===== src/rtl/rep3_pkg.sv =====
// Package shared by both ends of the triple-repetition serial link.
// Holds the line FSM state encoding, the line levels for each framing
// symbol, and a helper that gives the length of one frame in clock cycles.
package rep3_pkg;

  typedef enum logic [1:0] {
    IDLE  = 2'd0,
    START = 2'd1,
    DATA  = 2'd2,
    STOP  = 2'd3
  } rep3_state_t;

  localparam logic START_LVL = 1'b0;
  localparam logic STOP_LVL  = 1'b1;
  localparam logic IDLE_LVL  = 1'b1;

  // One START symbol, data_w DATA symbols and one STOP symbol, each held rep cycles.
  function automatic int frame_len(input int data_w, input int rep);
    return (data_w + 2) * rep;
  endfunction

endpackage


===== src/rtl/rep_tick_counter.sv =====
// Repeat counter for one symbol of the repetition link.
// Counts 0..REP-1 while enabled, wrapping back to 0, and flags the final
// repeat of the current symbol. Also used by the receiver to group samples.
// Ports:
//   clk         in   rising-edge clock
//   rst_n       in   synchronous active-low reset
//   en_i        in   advance the count this cycle
//   clr_i       in   force the count to 0 this cycle (wins over en_i)
//   cnt_o       out  current repeat index
//   last_tick_o out  high while the count sits at REP-1
module rep_tick_counter #(
  parameter int REP = 3,
  localparam int CW = (REP > 1) ? $clog2(REP) : 1
) (
  input  logic          clk,
  input  logic          rst_n,
  input  logic          en_i,
  input  logic          clr_i,
  output logic [CW-1:0] cnt_o,
  output logic          last_tick_o
);

  logic [CW-1:0] cnt_q;
  logic [CW-1:0] cnt_d;

  // Next count: clear has priority, otherwise wrap at the last repeat.
  always_comb begin
    cnt_d = cnt_q;
    if (clr_i) begin
      cnt_d = '0;
    end else if (en_i) begin
      if (cnt_q == CW'(REP - 1)) begin
        cnt_d = '0;
      end else begin
        cnt_d = cnt_q + 1'b1;
      end
    end
  end

  // Count register.
  always_ff @(posedge clk) begin
    if (!rst_n) begin
      cnt_q <= '0;
    end else begin
      cnt_q <= cnt_d;
    end
  end

  assign cnt_o       = cnt_q;
  assign last_tick_o = (cnt_q == CW'(REP - 1));

endmodule


===== src/rtl/rep3_serial_tx.sv =====
// Transmit end of the triple-repetition serial link.
// Takes parallel words on a valid/ready handshake and sends each as a frame:
// one START symbol, DATA_W data symbols LSB first, one STOP symbol. Every
// symbol is held for REP cycles so the receiver can majority-vote it.
// Ports:
//   clk        in   rising-edge clock
//   rst_n      in   synchronous active-low reset
//   in_data    in   word to send, captured only on acceptance
//   in_valid   in   source has a word
//   in_ready   out  a word can be accepted this cycle
//   tx_out     out  serial line, idles high (registered)
//   tx_busy    out  frame in progress (registered)
//   frame_done out  one-cycle pulse on the last STOP cycle (registered)
module rep3_serial_tx
  import rep3_pkg::*;
#(
  parameter int DATA_W = 8,
  parameter int REP    = 3,
  localparam int RCW   = $clog2(REP),
  localparam int BCW   = (DATA_W > 1) ? $clog2(DATA_W + 1) : 1
) (
  input  logic              clk,
  input  logic              rst_n,
  input  logic [DATA_W-1:0] in_data,
  input  logic              in_valid,
  output logic              in_ready,
  output logic              tx_out,
  output logic              tx_busy,
  output logic              frame_done
);

  // Reject parameter values the voting receiver cannot work with.
  if (REP < 3 || (REP % 2) == 0) begin : g_bad_rep
    $error("rep3_serial_tx: REP must be odd and >= 3");
  end
  if (DATA_W < 1 || DATA_W > 32) begin : g_bad_width
    $error("rep3_serial_tx: DATA_W must be in 1..32");
  end

  rep3_state_t       state_q;
  logic [DATA_W-1:0] shreg_q;
  logic [DATA_W-1:0] shreg_shift;
  logic [BCW-1:0]    bit_cnt_q;
  logic              tx_out_q;
  logic              tx_busy_q;
  logic              frame_done_q;
  logic [RCW-1:0]    rep_cnt;
  logic              last_tick;
  logic              accept;

  // Ready depends on registers only, so a source may wait for ready before raising valid.
  assign in_ready    = (state_q == IDLE) || ((state_q == STOP) && last_tick);
  assign accept      = in_valid && in_ready;
  assign shreg_shift = shreg_q >> 1;

  // The repeat counter runs for every symbol of a frame; acceptance restarts it
  // so a new frame always begins on repeat 0.
  rep_tick_counter #(
    .REP (REP)
  ) u_rep_cnt (
    .clk         (clk),
    .rst_n       (rst_n),
    .en_i        (state_q != IDLE),
    .clr_i       (accept),
    .cnt_o       (rep_cnt),
    .last_tick_o (last_tick)
  );

  // Frame FSM. Outputs are registered, so each transition loads the line level
  // of the symbol that starts on the following cycle. frame_done is raised one
  // edge early so it lines up with the final STOP repeat.
  always_ff @(posedge clk) begin
    if (!rst_n) begin
      state_q      <= IDLE;
      shreg_q      <= '0;
      bit_cnt_q    <= '0;
      tx_out_q     <= IDLE_LVL;
      tx_busy_q    <= 1'b0;
      frame_done_q <= 1'b0;
    end else begin
      frame_done_q <= 1'b0;
      unique case (state_q)
        IDLE: begin
          if (accept) begin
            state_q   <= START;
            shreg_q   <= in_data;
            tx_out_q  <= START_LVL;
            tx_busy_q <= 1'b1;
          end
        end
        START: begin
          if (last_tick) begin
            state_q   <= DATA;
            bit_cnt_q <= '0;
            tx_out_q  <= shreg_q[0];
          end
        end
        DATA: begin
          if (last_tick) begin
            shreg_q <= shreg_shift;
            if (bit_cnt_q == BCW'(DATA_W - 1)) begin
              state_q  <= STOP;
              tx_out_q <= STOP_LVL;
            end else begin
              bit_cnt_q <= bit_cnt_q + 1'b1;
              tx_out_q  <= shreg_shift[0];
            end
          end
        end
        STOP: begin
          if (rep_cnt == RCW'(REP - 2)) begin
            frame_done_q <= 1'b1;
          end
          if (last_tick) begin
            if (accept) begin
              state_q  <= START;
              shreg_q  <= in_data;
              tx_out_q <= START_LVL;
            end else begin
              state_q   <= IDLE;
              tx_out_q  <= IDLE_LVL;
              tx_busy_q <= 1'b0;
            end
          end
        end
        default: begin
          state_q <= IDLE;
        end
      endcase
    end
  end

  assign tx_out     = tx_out_q;
  assign tx_busy    = tx_busy_q;
  assign frame_done = frame_done_q;

endmodule

===== config.mk =====
export PLATFORM = sky130hd
export DESIGN_NAME = rep3_serial_tx
export DESIGN_NICKNAME = d
export VERILOG_FILES = /design/src/rtl/rep3_pkg.sv /design/src/rtl/rep_tick_counter.sv /design/src/rtl/rep3_serial_tx.sv
export SDC_FILE = /design/constraint.sdc
export NUM_CORES = 1
export LEC_CHECK = 0
export BUFFER_PORTS_ARGS = -buffer_cell sky130_fd_sc_hd__buf_2
export CAP_MARGIN = 10
export CELL_PAD_IN_SITES_DETAIL_PLACEMENT = 1
export CELL_PAD_IN_SITES_GLOBAL_PLACEMENT = 2
export CORE_ASPECT_RATIO = 1.75
export CORE_MARGIN = 5
export CORE_UTILIZATION = 35
export DETAILED_ROUTE_END_ITERATION = 8
export PLACE_DENSITY = 0.83
export SYNTH_ARGS = -nofsm -noshare
export SYNTH_HDL_FRONTEND = slang
export SYNTH_HIERARCHICAL = 1
export SYNTH_SLANG_ARGS = --single-unit

===== constraint.sdc =====
create_clock -name clk -period 2.8 [get_ports clk]
set_input_delay 0.28 -clock clk [delete_from_list [all_inputs] [get_ports clk]]
set_output_delay 0.28 -clock clk [all_outputs]
set_load 0.05 [all_outputs]

# Yosys cells after proc, flatten, opt, wreduce, memory -nomap -nowiden
# Index checks and enable logic that the tools add are counted.
[totals]
regBits = 19
word_cells = 66
[classes]
n_reduce_logical = 15
mux = 28
bitwise_logic = 1
n_addsub = 2
eq_ne = 13
[ops]
columns = ["cell", "n"]
rows = [
  ["2-to-1 mux 8 bit", 3],
  ["one-hot mux 8 bit (3 select lines)", 1],
  ["inequality test 2 bit, second input constant", 7],
  ["2-to-1 mux 2 bit", 6],
  ["2-to-1 mux 4 bit", 3],
  ["AND reduction 4 bit", 3],
  ["2-to-1 mux 1 bit", 11],
  ["one-hot mux 2 bit (4 select lines)", 1],
  ["one-hot mux 4 bit (2 select lines)", 1],
  ["== test 2 bit, second input constant", 3],
  ["nonzero test 2 bit", 3],
  ["AND reduction 5 bit", 1],
  ["adder 4 x 1 -> 4 bit, second input constant", 1],
  ["== test 2 x 1 -> 1 bit, second input constant", 2],
  ["== test 4 x 3 -> 1 bit, second input constant", 1],
  ["one-hot mux 1 bit (4 select lines)", 1],
  ["AND reduction 3 bit", 1],
  ["nonzero test 3 bit", 1],
  ["adder 2 x 1 -> 2 bit, second input constant", 1],
  ["logical AND 1 bit", 2],
  ["logical NOT 2 bit", 1],
  ["one-hot mux 1 bit (2 select lines)", 1],
  ["AND reduction 2 bit", 1],
  ["OR reduction 2 bit", 1],
  ["2 further kinds", 2],
]

# Longest topological paths before layout
# Gate-level depths: netlist (run 1).
[depth]
ltp_word = 7
mapped_depth = 7
mapped_depth_nobuf = 6

# Hierarchy
# Netlist (run 1), hierarchy kept.
[by_module_without_submodules]
columns = ["mod", "cells_per_inst", "n_inst", "seq_area_each_um2", "area_per_inst_um2"]
rows = [
  ["rep3_serial_tx", 111, 1, 340.3, 983.4],
  ["rep_tick_counter", 10, 1, 40.0, 92.6],
]

# Least setup slack after synthesis (run 1)
# No wires, ideal clock.
[synth_path]
kind = "register -> register"
startpoint = "register state_q[0]"
endpoint = "register shreg_q[0]"
t_required_ps = 2729
slack_ps = 1140
arrival_time_ps = 1590
stages_incl_launch_ff = 8
path_cell_list = "dfxtp_1 -> inv_1 -> ha_1 -> inv_1 -> a32oi_2 -> buf_6 -> or3_1 -> a21oi_1"
[synth_between]
elab_chain_len = 7
word_cells_on_any_way = 13
cone_classes = "4 x eq/ne; 3 x mux; 6 x reduce/logical"
[synth_lines]
columns = ["element", "line_no", "text"]
rows = [
  ["from (decl)", "rep3_serial_tx.sv:40", "rep3_state_t state_q;"],
  ["from (signal assigned)", "rep3_serial_tx.sv:74", "state_q <= IDLE;"],
  ["from (signal assigned)", "rep3_serial_tx.sv:85", "state_q <= START;"],
  ["from (signal assigned)", "rep3_serial_tx.sv:93", "state_q <= DATA;"],
  ["== test 2 bit", "rep3_serial_tx.sv:52, rep3_serial_tx.sv:82", ""],
  ["logical AND 1 bit", "rep3_serial_tx.sv:52", "assign in_ready = (state_q == IDLE) || ((state_q == STOP) && last_tick);"],
  ["logical OR 1 bit", "rep3_serial_tx.sv:52", ""],
  ["logical AND 1 bit", "rep3_serial_tx.sv:53", "assign accept = in_valid && in_ready;"],
  ["2-to-1 mux 8 bit (2 in a row)", "-", ""],
  ["one-hot mux 8 bit (3 select lines)", "rep3_serial_tx.sv:82", "unique case (state_q)"],
  ["to (signal assigned)", "rep3_serial_tx.sv:86", "shreg_q <= in_data;"],
  ["to (signal assigned)", "rep3_serial_tx.sv:100", "shreg_q <= shreg_shift;"],
  ["to (signal assigned)", "rep3_serial_tx.sv:117", "shreg_q <= in_data;"],
  ["to (decl)", "rep3_serial_tx.sv:41", "logic [DATA_W-1:0] shreg_q;"],
]
# Several ways; a longest one is shown, not always the timed one. The select of a mux whose other input is x is not followed.
# A chain may end at the register's enable or synchronous reset.

# Worst setup path in the final report (run 1)
[layout_path]
startpoint = "register state_q[0]"
endpoint = "register shreg_q[1]"
# Same word-level chain as after synthesis.

==> results of run 1 <==
-- layout by cell type (no fill, tap or decap), types with 5 or more instances in the layout --
cell	n
sky130_fd_sc_hd__dfxtp_1	19
sky130_fd_sc_hd__buf_2	14
sky130_fd_sc_hd__a21oi_1	12
sky130_fd_sc_hd__o21ai_0	11
sky130_fd_sc_hd__mux2i_1	10
sky130_fd_sc_hd__nand2_1	7
sky130_fd_sc_hd__ha_1	7
sky130_fd_sc_hd__inv_1	6
sky130_fd_sc_hd__nor2_1	6
sky130_fd_sc_hd__or3_2	5
-- power by group through the flow --
stage	Sequential, uW	Clock (uW)	Combinational (uW)
final	379	192	550
after global routing	388	214	606
after CTS	379	199	559
after detailed placement	386	0	554
after global placement	379	0	537
after floorplan	407	0	414
-- routing by layer --
| metal | routed length (um) | share of wire [%] |
|---|---|---|
| met4 | 48 | 1.9 |
| met3 | 94 | 3.6 |
| met2 | 1440 | 56 |
| met1 | 1010 | 39 |
| met5 | 0 | 0 |
-- stage by stage --
stage                     instance area, um^2  util (%)  setup WS, ns  hold WS [ns]  power [uW]
after global placement                   1160      39.6         0.889         0.450         916
final                                    1200      41.2         0.781         0.312        1120
after global routing                     1200      41.2         0.620         0.327        1210
after detailed placement                 1160      39.6         0.794         0.459         940
after floorplan                          1080         -          1.14         0.371         821
after CTS                                1200      41.2         0.767         0.310        1140
-- worst paths after layout --
| kind | depth (start not counted) | slack [ns] | end |
|---|---|---|---|
| hold / removal | 3 | 0.31 | shreg_q[7]$_SDFFE_PN0P_ |
| hold reg to reg | 2 | 0.47 | shreg_q[7]$_SDFFE_PN0P_ |
| setup / recovery | 6 | 0.78 | shreg_q[1]$_SDFFE_PN0P_ |
| setup reg to reg | 6 | 0.78 | shreg_q[1]$_SDFFE_PN0P_ |
-- kinds of logic (layout without fill, tap and decap cells) --
| kind of cell | count (synthesis) | after routing |
|---|---|---|
| fa+ha+maj | 7 | 7 |
| xor+xnor | 2 | 2 |
| simple gates | 39 | 39 |
| mux | 10 | 10 |
| flops | 19 | 19 |
| buf+inv | 11 | 25 |
| compound gates | 33 | 33 |
-- synthesized netlist by cell type, types with 2 or more instances --
master	count
sky130_fd_sc_hd__a21oi_1	12
sky130_fd_sc_hd__clkbuf_1	3
sky130_fd_sc_hd__dfxtp_1	19
sky130_fd_sc_hd__ha_1	7
sky130_fd_sc_hd__inv_1	6
sky130_fd_sc_hd__mux2i_1	10
sky130_fd_sc_hd__nand2_1	7
sky130_fd_sc_hd__nand2b_1	3
sky130_fd_sc_hd__nand3_1	3
sky130_fd_sc_hd__nor2_1	6
sky130_fd_sc_hd__nor3b_1	2
sky130_fd_sc_hd__o21ai_0	11
sky130_fd_sc_hd__or2b_1	2
sky130_fd_sc_hd__or3_1	2
sky130_fd_sc_hd__or3_2	5
-- flip-flops by register name (all words and copies together) (netlist names) --
signal and cells:
bit_cnt_q 4, frame_done 1, tx_busy 1, u_rep_cnt/cnt_o 2, shreg_q 8, tx_out 1, state_q 2
-- layout make-up --
type / instances / area [um^2] / share of cell area (%)
sequential: 19 / 380 / 31.6
clock buffer: 3 / 41.3 / 3.43
inverter: 6 / 22.5 / 1.87
multi-input combinational: 91 / 643 / 53.4
timing repair buffer: 15 / 77.6 / 6.44
clock inverter: 1 / 5.00 / 0.415
tap: 28 / 35.0 / 2.91
-- worst reg2reg max path: cells and delay by family (launching register included) --
family | cells | cell delay [ns]
simple gates | 1 | 0.53
compound gates | 2 | 0.42
flops | 1 | 0.42
buf+inv | 2 | 0.29
fa+ha+maj | 1 | 0.29
==> results.txt, run 1 <==
----------------------------------------------------
[Floorplanning]
  Die span in y ... around 83 um
  Area of the die ... 4330 um^2
  Horizontal die dimension ... about 52 um
  Total core area ... 2930 um^2
  Number of I/O pins ... 15
  Starting density of the core ... a little under two fifths
  Row count ... 26

[Min path]
  Worst hold path startpoint ... in_data[7]
  Class of the worst hold path ... primary input to register

[STA]
  Relative max-transition margin ... 60.6%
  Total negative slack ... 0 ns
  Setup-failing EPs final ... 0
  Final Hold Violating Endpoints ... 0
  Final count of pins violating max slew ... 0
  Clock tree skew after final layout ... 0.00326 ns
  Final period utilization ... between 70% and 80%
  Least-Margin Pin Slew ... 0.591 ns
  Final Critical Period ... between 2 and 2.5 ns
  RSZ-0062 raised after global routing ... false
  Maximum clock rate ... roughly 500 MHz

[Route]
  Drt total wl ... between 2 and 3 mm
  Number of iterations in the first detailed-routing pass ... 3
  Via count ... between 900 and 1000
  Number of design rule violations left after detail routing ... 0
  Vias per inst ... ~5.7
  Initial DRC count ... 7
  WL/cell ... between 15 and 20 um
  Antenna violation net count after detailed routing ... 0

[Worst setup path]
  Start-to-end type of the worst setup path ... register to register
  Startpoint kind of the worst setup timing path ... register
  Startpoint of the worst register-to-register path ... state_q[0]$_SDFFE_PN0P_
  Category of cells accounting for the largest share of critical-path delay ... simple AND/OR/NAND/NOR gates
  Master of the slowest instance on the critical path ... sky130_fd_sc_hd__or3_2
  Count of buffering cells on the critical path with inverters included ... 2
  Launch point of the critical path ... state_q[0]$_SDFFE_PN0P_
  CP max stage delay ... ~0.53 ns
  Most numerous cell on the critical path ... sky130_fd_sc_hd__inv_1
  WP data required ... 2.99 ns
  Cell-by-cell listing of the critical path ... inv_1 -> ha_1 -> inv_1 -> a32oi_2 -> or3_2 -> a21oi_1
  Worst endpoint data arrival time ... between 2 and 2.5 ns
  CP Max Fanout ... 15
  Critical Path Sink Type ... register

[Logic synthesis]
  Yosys synthesis warning count ... 6
  Count of flip-flops with a built-in enable after synthesis ... 0
  XOR/XNOR share of the synthesized area ... 1.63%
  Dominant combinational cell family by area after synthesis ... simple AND/OR/NAND/NOR gates
  Share of flip-flops with an asynchronous set or reset ... 0%
  Synth cell types ... 38
  Post-synthesis average cell area ... 8.89 um^2
  Fraction of the yosys area taken by sequential cells ... between 30% and 40%
  Proportion of netlist area held by the largest area contributor ... between 30% and 40%
  Post-synth design cell area ... about 1100 um^2
  Adder and majority gate portion of the synthesized area ... just over 8%
  Most used flip-flop cell after synthesis ... sky130_fd_sc_hd__dfxtp_1
  Synth Area in Simple Gates ... approximately 22%
  Largest cells by area after synthesis ... sky130_fd_sc_hd__dfxtp_1 (35%), sky130_fd_sc_hd__mux2i_1 (9.3%), sky130_fd_sc_hd__ha_1 (8.1%)
  Count of mapped cells out of synthesis ... approximately 120
  Number of register bits inferred by synthesis ... 19
  Synthesized Nets ... between 100 and 150
  Synth Area in Compound Gates ... about a fifth
  Cell accounting for the most synthesized area ... sky130_fd_sc_hd__dfxtp_1
  Mux share of post-synthesis cell area ... 9.30%

[Pwr]
  Static Leak ... between 0.0004 and 0.0005 uW
  VDD IR max ... between 0.4 and 0.5 mV
  Internal power contribution ... between 600 and 700 uW
  Share of total power consumed by net switching ... between 40% and 50%
  Share of total power in sequential cells ... 33.8%
  Switch Pwr ... about 480 uW
  PwrDens ... roughly 930 nW/um^2
  Clock group share of total power ... 17.2%
  Logic pwr share ... 49.0%

[Layout]
  Post-route non-filler standard cell count ... roughly 160
  Filler instances ... about 370
  Area growth from synthesis to layout ... 12.0%
  Post-layout nets ... ~150
  Count of antenna diodes in the layout ... 0
  Proportion of layout cells with a drive suffix above 1 ... between 20% and 30%

[CTS]
  Clock sink count ... 19
  Post-CTS setup buffer count ... 0
  Hold-fix buffers, CTS ... 0
  CTS clock-pin slew for the worst setup and hold paths ... about 0.070 ns
  Quantity of gates resized following cts ... 0
  CTS root buf ... sky130_fd_sc_hd__clkbuf_8
  Clock H-tree levels ... 1
  Maximum buffer depth of the clock tree ... 2
  Total clock buffers created by CTS ... 3
  TritonCTS clock tree ... done
  Clock latency reported for the late side of the worst-skew pair ... roughly 0.26 ns

[Global routing]
  Pin count of the biggest net entering global routing ... 16
  Global router's overall resource usage ... 13.3%
  Congestion Overflow GR ... 0
  Number of global-route vias before repair ... 1007
  Antenna violations before repair ... 0
  Most Used Layer, Global Route ... met2
  GRT met3 Usage ... ~2.0%
  First-pass GRT wire length ... approximately 4.4 mm
  GR Layer Usage met2 ... between 20% and 30%
  M1 GR Usage ... 13.8%

[Status]
  Run status ... finished clean

[Place]
  Count of input and output buffers ... 14
  HPWL reported at the end of detailed placement ... 2.02 mm
  Placed Cells incl. Taps ... 159
  Final RePlAce weighted congestion ... roughly 0.78

[Flow run]
  Max cap viols ... 0

----------------------------------------------------
No activity file was read; power rests on OpenSTA's default activity.
==> inputs of run 2 (changes only) <==
- CORE_UTILIZATION: 35 -> 30
- PLACE_DENSITY: 0.83 -> 0.76
- clock period: 2.8 -> 1.8 ns (I/O delays scaled with it)
==> run 2 against run 1 <==
Compared with the run above: register-to-register slack worse by 0.69 ns; sequential power increased by 55%; highest routed layer unchanged; sequential share of layout area is 3.2 points lower; utilization shrank 2.0 points; combinational power is 100% higher; worst setup slack lost 0.69 ns; via count is 6.6% higher; global-route usage down 1.9 points; die area is 14% higher; clock-buffer cell count increased by 1.
==> results.txt, run 2 (synthesized netlist as in run 1, its figures left out) <==
----------------------------------------------------
[Pwr]
  Switch Pwr ... ~840 uW
  Share of total power consumed by net switching ... between 40% and 50%
  Share of total power in sequential cells ... 29.4%
  PwrDens ... roughly 1500 nW/um^2
  Static Leak ... between 0.0005 and 0.0006 uW
  Clock group share of total power ... about 15%
  Post-route total power ... 2000 uW
  VDD IR max ... about 0.58 mV
  Logic pwr share ... ~55%
  Internal power contribution ... 1160 uW

[Layout]
  Post-route non-filler standard cell count ... 190
  Largest registers ... shreg_q (8), bit_cnt_q (4)
  Flip-flop count of the largest register after layout ... 8
  Count of antenna diodes in the layout ... 0
  Post-layout nets ... approximately 160
  Proportion of layout cells with a drive suffix above 1 ... a little under a third
  Most flop-heavy register ... shreg_q
  Post-route cell area ... 1350 um^2
  Most common library cell in the layout ignoring fill and taps ... sky130_fd_sc_hd__dfxtp_1
  Most frequent cells in the layout ... sky130_fd_sc_hd__dfxtp_1 (18), sky130_fd_sc_hd__buf_2 (14), sky130_fd_sc_hd__a21oi_1 (12)
  Area growth from synthesis to layout ... 25.0%

[Worst setup path]
  Worst reg2reg path depth ... 6
  Register-to-register setup slack ... 0.09 ns
  Worst endpoint data arrival time ... roughly 1.9 ns
  Startpoint of the worst register-to-register path ... state_q[0]$_SDFFE_PN0P_
  End of the worst register-to-register path ... shreg_q[4]$_SDFFE_PN0P_
  WP data required ... 1.99 ns
  Startpoint kind of the worst setup timing path ... register
  CP Max Fanout ... 6
  Critical Path Sink Type ... register
  Start-to-end type of the worst setup path ... register to register

[Flow run]
  Max cap viols ... 0

[Floorplanning]
  Row count ... 28
  Starting density of the core ... between 30% and 40%
  Number of I/O pins ... 15
  Total core area ... 3430 um^2
  Horizontal die dimension ... 55.3 um
  Die span in y ... approximately 90 um
  Area of the die ... 4930 um^2

[Global routing]
  Global router's overall resource usage ... roughly 11%
  Number of global-route vias before repair ... around 1100
  Congestion Overflow GR ... 0
  First-pass GRT wire length ... between 4 and 5 mm
  Antenna violations before repair ... 0
  Pin count of the biggest net entering global routing ... 16

[Min path]
  Hold EP ... shreg_q[7]$_SDFFE_PN0P_
  Instance count along the most critical hold path ... 3
  Class of the worst hold path ... primary input to register
  Worst hold path startpoint ... in_data[7]

[STA]
  Final Hold Violating Endpoints ... 0
  Total negative slack ... 0 ns
  Smallest hold slack ... ~0.21 ns
  Final period utilization ... about 95%
  Maximum clock rate ... roughly 600 MHz
  Least-Margin Pin Slew ... around 0.43 ns
  Relative max-transition margin ... between 70% and 80%
  RSZ-0062 raised after global routing ... true
  Clock tree skew after final layout ... 0.00771 ns
  Final Critical Period ... about 1.7 ns
  Setup-failing EPs final ... 0
  Final count of pins violating max slew ... 0

[Route]
  Number of design rule violations left after detail routing ... 0
  Antenna violation net count after detailed routing ... 0
  Via count ... just under 1000
  Vias per inst ... 5.19
  Initial DRC count ... 18
  Drt total wl ... about 2.8 mm
  Number of iterations in the first detailed-routing pass ... 4
  WL/cell ... roughly 15 um

[Place]
  Placed Cells incl. Taps ... 182
  DP Area ... 1220 um^2
  Count of input and output buffers ... 14
  Final RePlAce weighted congestion ... ~0.8
  HPWL reported at the end of detailed placement ... a little over 2 mm

[Status]
  Run status ... finished clean

[CTS]
  CTS clock-pin slew for the worst setup and hold paths ... 0.08 ns
  Maximum buffer depth of the clock tree ... 2
  CTS root buf ... sky130_fd_sc_hd__clkbuf_8
  Total clock buffers created by CTS ... 3
  Clock H-tree levels ... 1
  Clock latency reported for the late side of the worst-skew pair ... 0.26 ns
  Clock sink count ... 19
  TritonCTS clock tree ... done

----------------------------------------------------
-- run 2: power groups by stage --
stage,logic [uW],clock network (uW),registers [uW]
6_report,1110,304,587
5_1_grt,1210,330,603
4_1_cts,1020,312,584
3_5_place_dp,941,0,591
3_3_place_gp,904,0,582
2_1_floorplan,644,0,633
-- run 2: worst max path at each step --
stage / start / slack [ns] / endpoint / cells after the start
4_1_cts: state_q[0]$_SDFFE_PN0P_ / 0.02 / shreg_q[3]$_SDFFE_PN0P_ / 6
2_1_floorplan: state_q[0]$_SDFFE_PN0P_ / 0.14 / shreg_q[0]$_SDFFE_PN0P_ / 7
3_3_place_gp: state_q[0]$_SDFFE_PN0P_ / 0.03 / shreg_q[5]$_SDFFE_PN0P_ / 6
5_1_grt: state_q[0]$_SDFFE_PN0P_ / -0.03 / shreg_q[0]$_SDFFE_PN0P_ / 7
3_5_place_dp: state_q[0]$_SDFFE_PN0P_ / -0.08 / shreg_q[3]$_SDFFE_PN0P_ / 6
6_report: state_q[0]$_SDFFE_PN0P_ / 0.09 / shreg_q[4]$_SDFFE_PN0P_ / 6
-- run 2: stage by stage --
step | setup slack [ns] | utilization (%)
after floorplan | 0.140 | -
after global placement | 0.0287 | 35.7
after detailed placement | -0.0780 | 35.7
after CTS | 0.0159 | 38.0
after global routing | -0.0334 | 39.2
final | 0.0874 | 39.2
-- run 2: critical path: stages, from the launching register on --
cell	delay, ns
sky130_fd_sc_hd__dfxtp_1	0.34
sky130_fd_sc_hd__inv_2	0.10
sky130_fd_sc_hd__ha_2	0.19
sky130_fd_sc_hd__nor2b_4	0.20
sky130_fd_sc_hd__a32oi_2	0.18
sky130_fd_sc_hd__or3_2	0.48
sky130_fd_sc_hd__a21oi_1	0.15
-- run 2: routing by layer --
metal  vias to the layer above  global-route usage [%]  part of all wire (%)
met3                         4                    2.31                   3.1
met5                         -                       0                     0
met4                         0                    5.97                   2.1
met2                        17                    22.3                    53
met1                       479                    11.2                    41
li1                        487                       -                     -
-- run 2: cell type report --
class / instances / area [um^2]
multi-input cells: 92 / 694
repair buffers: 24 / 145
clock buffers: 4 / 45.0
well taps: 45 / 56.3
fillers: 434 / 2090
flip-flops and latches: 19 / 382
inverters: 6 / 22.5
-- run 2: what timing repair did --
item / in CTS / in global routing
gates resized for setup: 4 / 7
setup buffers: 2 / 1
hold buffers: 0 / 0
gates cloned: 0 / 1
pin swaps: 1 / 1
endpoints found under the setup margin: 10 / 13
